$ cat src/rtl/alu_mdu.sv
// alu_mdu: MIPS-style ALU with iterative multiply/divide and HI/LO; define MDU_EARLY_OUT_EN for multiply early-out
module alu_mdu #(
    parameter int WIDTH = 32,
    localparam int SHW = $clog2(WIDTH)
) (
    input  logic             clk,
    input  logic             reset,
    input  logic [WIDTH-1:0] a,
    input  logic [WIDTH-1:0] b,
    input  logic [SHW-1:0]   shamt,
    input  logic [3:0]       alucontrol,
    input  logic             start,
    output logic [WIDTH-1:0] result,
    output logic             zero,
    output logic             busy,
    output logic             done,
    output logic [WIDTH-1:0] hi,
    output logic [WIDTH-1:0] lo
);
    typedef enum logic [1:0] {IDLE, RUN, FIX} state_t;
    state_t state, state_n;
    logic [2*WIDTH-1:0] acc, mc, prod;
    logic [WIDTH-1:0] mp, aa, bb, rem, quo;
    logic [WIDTH:0] r_sh, diff;
    logic [SHW-1:0] cnt;
    logic is_div, dz, neg_lo, neg_hi, sg, launch, last;
    always_comb begin
        result = '0;
        case (alucontrol)
            4'b0000: result = a & b;
            4'b0001: result = a | b;
            4'b0010: result = a + b;
            4'b0110: result = a - b;
            4'b0111: result = {{(WIDTH-1){1'b0}}, $signed(a) < $signed(b)};
            4'b1000: result = b << shamt;
            4'b1001: result = b >> shamt;
            4'b1010: result = $signed(b) >>> shamt;
            4'b0100: result = hi;
            4'b0101: result = lo;
            default: result = '0;
        endcase
    end
    assign zero   = result == '0;
    assign busy   = state != IDLE;
    assign launch = start && alucontrol[3:2] == 2'b11 && state == IDLE;
    assign sg     = ~alucontrol[0];
    assign aa     = sg && a[WIDTH-1] ? -a : a;
    assign bb     = sg && b[WIDTH-1] ? -b : b;
    // restoring divide: mp holds dividend shifting into remainder (acc low half), quotient bits shift into mp
    assign r_sh   = {acc[WIDTH-1:0], mp[WIDTH-1]};
    assign diff   = r_sh - {1'b0, mc[WIDTH-1:0]};
    assign prod   = neg_lo ? -acc : acc;
    assign rem    = neg_hi ? -acc[WIDTH-1:0] : acc[WIDTH-1:0];
    assign quo    = dz ? '1 : neg_lo ? -mp : mp;
`ifdef MDU_EARLY_OUT_EN
    assign last   = cnt == SHW'(WIDTH-1) || (!is_div && mp[WIDTH-1:1] == '0);
`else
    assign last   = cnt == SHW'(WIDTH-1);
`endif
    always_ff @(posedge clk or posedge reset) begin
        if (reset) state <= IDLE;
        else state <= state_n;
    end
    always_comb begin
        state_n = state == IDLE ? (launch ? RUN : IDLE) : state == RUN ? (last ? FIX : RUN) : IDLE;
    end
    always_ff @(posedge clk or posedge reset) begin
        if (reset) begin
            {acc, mc, mp, cnt, is_div, dz, neg_lo, neg_hi, done, hi, lo} <= '0;
        end else begin
            done <= state == FIX;
            if (launch) begin
                is_div <= alucontrol[1];
                dz     <= b == '0;
                neg_lo <= sg & (a[WIDTH-1] ^ b[WIDTH-1]);
                neg_hi <= sg & (alucontrol[1] ? a[WIDTH-1] : a[WIDTH-1] ^ b[WIDTH-1]);
                acc    <= '0;
                cnt    <= '0;
                mc     <= {{WIDTH{1'b0}}, alucontrol[1] ? bb : aa};
                mp     <= alucontrol[1] ? aa : bb;
            end else if (state == RUN) begin
                cnt <= cnt + 1'b1;
                if (is_div) begin
                    acc[WIDTH-1:0] <= diff[WIDTH] ? r_sh[WIDTH-1:0] : diff[WIDTH-1:0];
                    mp <= {mp[WIDTH-2:0], ~diff[WIDTH]};
                end else begin
                    acc <= acc + (mp[0] ? mc : '0);
                    mc  <= mc << 1;
                    mp  <= mp >> 1;
                end
            end else if (state == FIX) begin
                hi <= is_div ? rem : prod[2*WIDTH-1:WIDTH];
                lo <= is_div ? quo : prod[WIDTH-1:0];
            end
        end
    end
endmodule

$ cat config.mk
export PLATFORM = sky130hd
export DESIGN_NAME = alu_mdu
export DESIGN_NICKNAME = d
export VERILOG_FILES = /design/src/rtl/alu_mdu.sv
export SDC_FILE = /design/constraint.sdc
export NUM_CORES = 2
export LEC_CHECK = 0
export CORE_MARGIN = 2
export CORE_UTILIZATION = 50
export CTS_CLUSTER_DIAMETER = 30
export DETAILED_ROUTE_END_ITERATION = 8
export HOLD_SLACK_MARGIN = 0.03
export PLACE_DENSITY = 0.76
export SETUP_SLACK_MARGIN = 0.1
export SLEW_MARGIN = 10
export SYNTH_ARGS = -nofsm -noshare
export SYNTH_HDL_FRONTEND = slang
export SYNTH_SLANG_ARGS = --single-unit
$ cat constraint.sdc
create_clock -name clk -period 10.25 [get_ports clk]
set_input_delay 1.025 -clock clk [delete_from_list [all_inputs] [get_ports clk]]
set_output_delay 1.025 -clock clk [all_outputs]
set_load 0.03 [all_outputs]
* After elaboration in Yosys (flattened, before gate mapping)
Index checks and enable logic that the tools add are counted.
Operators by class: reduce and logical (&&, ||, !) cells 12, order comparisons 1, muxes and demuxes 30, equal/unequal tests 14, shifts and indexed selects 3, bitwise operators 9, $add $sub $neg 10
Operators with widths (count):
- 32-bit two-way mux | 15
- 64-bit two-way mux | 7
- 32-bit one-hot mux with 10 select lines | 1
- 32-bit negator | 4
- 64-bit adder | 1
- 32-bit zero test | 2
- 64-bit negator | 1
- 33-bit by 32-bit subtractor with 33-bit output | 1
- 32-bit adder | 1
- 32-bit bitwise AND | 1
- 32-bit < comparator | 1
- 32-bit OR | 1
- 32-bit by 5-bit left shift with 32-bit output | 1
- 32-bit by 5-bit >> shifter with 32-bit output | 1
- 32-bit by 5-bit >>> shifter with 32-bit output | 1
- 32-bit subtractor | 1
- 4-bit by 3-bit equality test with 1-bit output (second input constant) | 4
- 4-bit equality test (second input constant) | 3
- 5-bit two-way mux | 2
- 2-bit two-way mux | 3
- 5-bit by 1-bit adder with 5-bit output (second input constant) | 1
- 5-bit equality test (second input constant) | 1
- 2-bit equality test (second input constant) | 2
- 4-bit by 1-bit equality test with 1-bit output (second input constant) | 1
- 13 further kinds | 22
Storage, ports and cells: output and inout port bits 99, word-level logic and storage cells 92, bits in registers 236, input port bits 76

* Longest topological paths before layout
word-level depth 5, mapped depth 17, depth with buffers taken out 15

* Least setup slack after synthesis
OpenSTA, ideal clock, no wires.
path kind input-to-output, start input port b[2], end output port zero, cell stages on the path 15, arrival 5.339 ns, path buffers 2, slack 3.886 ns, data required time 9.225 ns, cell sequence clkbuf_1 -> inv_1 -> ha_1 -> clkbuf_1 -> nor2b_1 -> o31a_1 -> o41a_1 -> o2111a_1 -> nor4_1 -> nor2_1 -> a211o_1 -> a21o_1 -> nor4_1 -> nand4b_1 -> nor4_1
On the way: cells in the longest elaborated chain, start to end 3, elaborated cells on any way between the ends 10, those cells by class add/sub: 2; order compare: 1; shift: 3; mux: 1; bitwise: 2; reduce/logical: 1
RTL lines:
- start: declaration | RTL line 9 | input logic [WIDTH-1:0] b,
- 32-bit subtractor (tied with other cells) | RTL line 33 | 4'b0110: result = a - b;
- 32-bit one-hot mux with 10 select lines * | RTL line 29 | case (alucontrol)
- named net result[22] | RTL line 13 | output logic [WIDTH-1:0] result,
- 32-bit zero test * | RTL line 43 | assign zero = result == '0;
- end: declaration | RTL line 14 | output logic zero,
The timed path passes the listed nets; every way through them passes the cells marked *.

* Worst setup path after layout
start input port b[2], end output port zero
On the way: cells in the longest elaborated chain, start to end 3, elaborated cells on any way between the ends 10, those cells by class add/sub: 2; order compare: 1; shift: 3; mux: 1; bitwise: 2; reduce/logical: 1
RTL lines (RTL line):
- 32-bit subtractor (tied with other cells) | 33
- 32-bit one-hot mux with 10 select lines * | 29
- 32-bit zero test * | 43
Mark *: on every way between the ends. The rest lies on a longest branch, timed or not.

==> results by group <==
Timing
  – Worst Tran Pin Value: 1.33 ns
  – Setup tns final: 0 ns
  – Fin crit period: 7.77 ns
  – Fmax: 0.129 GHz
  – Share of the clock period used by the worst path: 75.8%
  – Final setup violation count: 0
  – Slew HR: 11.4%
  – Worst Skew: 0.0426 ns
  – Final Hold Vio Count: 0
  – Final Slew Violations: 0
  – RSZ-0062 raised after global routing: no
  – Final setup margin: 2.48 ns

Setup path
  – Worst path top cell family by delay: simple AND/OR/NAND/NOR gates
  – Slowest cell on the critical path: nor4_1
  – Buffer and inverter count on the worst path: 3
  – CP peak stage delay: 0.78 ns
  – Crit-path max FO: 11
  – WP data arrival: 6.75 ns
  – Nature of the critical path endpoint: output port
  – Critical Path Start Type: input port
  – Worst-path cell chain: clkdlybuf4s50_1 > inv_1 > ha_1 > nor2b_1 > o31a_1 > o41a_1 > o2111a_1 > nor4_1 > nor2_1 > a211o_1 > a21o_1 > nor4_1 > nand4b_1 > nor4_1 > clkdlybuf4s50_1
  – Required @ worst endpoint: 9.23 ns
  – Crit-path most repeated cell: nor4_1
  – CP Class: input port to output port

Clock network
  – Post-CTS Setup Repair Bufs: 0
  – Buffer levels on the longest clock path: 3
  – Number of buffers created by CTS: 44
  – Root buf cell: clkbuf_16
  – # resized after CTS: 0
  – Later-pin clock latency in the skew report: 0.59 ns
  – CTS tree: yes
  – CTS Hold Bufs: 0
  – H-tree depth: 2
  – Clock slew seen by the registers of the worst setup and hold paths: 0.05 ns
  – Sink Count: 236

Global route
  – Pin count of the biggest net entering global routing: 116
  – Gr ovfl total: 0
  – Initial antenna violation count: 4
  – GRT Total Usage: 41.6%
  – First-pass GRT wire length: 199000 µm
  – Vias in the first global route: 31137

Placement
  – GPL Wtd Cong: 1.07
  – Post-Place Setup Slack: 2.60 ns
  – HPWL after DPL: 102000 µm
  – Placed Area: 32300 µm²
  – Port bufs: 174

Power and ir drop
  – Logic pwr share: 61.0%
  – Seq pwr share: 21.5%
  – Total net switching power: 4.30 mW
  – PD cells: 251 nW/µm²
  – Peak VDD IR: 0.240 mV
  – Clk pwr share: 17.4%
  – Internal cell power: 4.20 mW
  – Leak: 14.4 nW
  – Sw Share: 50.6%

Yosys
  – Post-synthesis xor/xnor area fraction: 7.66%
  – Simple-Gate Fraction of Synth Area: 20.9%
  – Syn Area/Cell: 7.45 µm²
  – Post-synthesis adder-cell area fraction: 8.90%
  – Syn Nets: 4355
  – EDFF count, synth: 0
  – Largest family of logic cells by synthesized area: compound AO/OA/AOI/OAI gates
  – Netlist cell types: 99
  – Main synth FF type: dfrtp_1
  – Mapped Area: 30300 µm²
  – Mux share of post-synthesis cell area: 8.68%
  – Largest area contributor in the netlist: dfrtp_1
  – Synth Area in Compound Gates: 28.1%
  – Top post-synthesis cells by area: dfrtp_1, ha_1, o21ai_0
  – Register area share after synthesis: 19.5%
  – Share of the synthesized area in the top cell type: 19.5%
  – Synth warn: 0
  – Cells after Synth: 4066
  – Asr flop ratio synth: 100%
  – Synthesized flop and latch total: 236

Floorplanning
  – Initial cell density of the core: 50.4%
  – Die Ht: 250 µm
  – Cell Rows: 90
  – # IOs: 175
  – Die W: 250 µm
  – Core area: 60100 µm²
  – DIE AREA: 62600 µm²

Layout
  – Area grow syn2layout: 11.7%
  – Final Util: 56.3%
  – Cell area after layout: 33800 µm²
  – Commonest non-fill, non-tap cells in the layout: nand2_1, o21ai_0, nor2_1, a21oi_1, dfrtp_1
  – Commonest non-fill, non-tap cell in the layout: nand2_1
  – Final #Nets: 4339
  – Fillcell total: 5687
  – Layout cells sized above 1: 7.22%

Run status
  – Status: finished clean

Detailed routing
  – Wire per inst: 27.6 µm
  – DR vias: 33065
  – Post-Route WL: 134000 µm
  – Post-DRT Antenna Nets: 0
  – Router iterations before antenna repair: 6
  – Residual DRC: 0
  – Vias per std cell: 6.79
  – Initial drt markers: 3824

Run
  – Max Cap Viol: 0

Min path
  – HP Class: flop to flop
## worst min-delay path: stages (launching register included)
cell and delay, ns:
dfrtp_1 0.36, nand2_1 0.05, nand2_1 0.05
## power groups by stage
stage               logic (mW)  clock network (mW)  registers (mW)
floorplan                 3.85                   0            1.60
detailed placement        5.02                   0            1.82
global route              5.64                1.53            1.87
global placement          4.95                   0            1.81
CTS                       5.08                1.49            1.81
finish                    5.19                1.48            1.83
## cell usage after synthesis (53+ instances only)
master,n
clkbuf_1,244
o22ai_1,57
inv_1,175
nand3_1,115
nor3_1,59
a21oi_1,287
nor2_1,322
o21ai_0,405
nand2_1,481
mux2i_1,131
and2_1,53
dfrtp_1,236
a21o_1,74
ha_1,209
xor2_1,64
xnor2_1,201
o211ai_1,79
## registers in the layout, indices dropped and copies added, names as in the netlist
| register | flops |
|---|---|
| acc | 64 |
| mc | 64 |
| hi | 32 |
| lo | 32 |
| mp | 32 |
| cnt | 5 |
| state | 2 |
| done | 1 |
| dz | 1 |
| is_div | 1 |
| neg_hi | 1 |
| neg_lo | 1 |
## metal layers
metal	track usage [%]	share of wire (%)	up-vias
met5	0	0.017	-
met4	26.8	7.8	4
met2	65.4	44	1953
met3	7.94	9.9	486
li1	-	-	14781
met1	52.6	38	15841
## layout make-up
type                       count  area [µm²]  share of cell area [%]
inverter                     178         676                    2.00
antenna                        2        5.00                  0.0148
sequential                   236        5910                    17.5
timing repair buffer         241        2210                    6.54
multi-input combinational   3349       22600                    66.6
clock buffer                  50        1140                    3.38
tap                          782         978                    2.89
clock inverter                32         359                    1.06
## cells by family (layout without fill, tap and decap cells)
family / count (synthesis) / after routing
buffers and inverters: 481 / 501
AO/OA/AOI/OAI: 1338 / 1338
AND/OR/NAND/NOR: 1330 / 1330
multiplexers: 203 / 203
other: 0 / 2
flip-flops: 236 / 236
adder cells (fa/ha/maj): 213 / 213
XOR/XNOR: 265 / 265
## metrics by stage
step | total power, mW | hold WS, ns | instances
finish | 8.50 | 0.480 | 4870
global route | 9.05 | 0.511 | 4869
CTS | 8.38 | 0.477 | 4868
detailed placement | 6.84 | 0.477 | 4786
global placement | 6.76 | 0.459 | 4786
floorplan | 5.45 | 0.441 | 4066
## path summary, 6_finish.rpt
check	from	end	slack (ns)	cells after the start
max	b[2]	zero	2.48	15
min	mc[46]	mc[47]	0.48	2
max reg2reg	mp[0]	acc[63]	5.57	16
min reg2reg	mc[46]	mc[47]	0.48	2
max in group asynchronous	reset	neg_lo	6.94	4
min in group asynchronous	reset	mp[6]	0.99	2
Note: power is estimated with default switching activity, not from simulation.
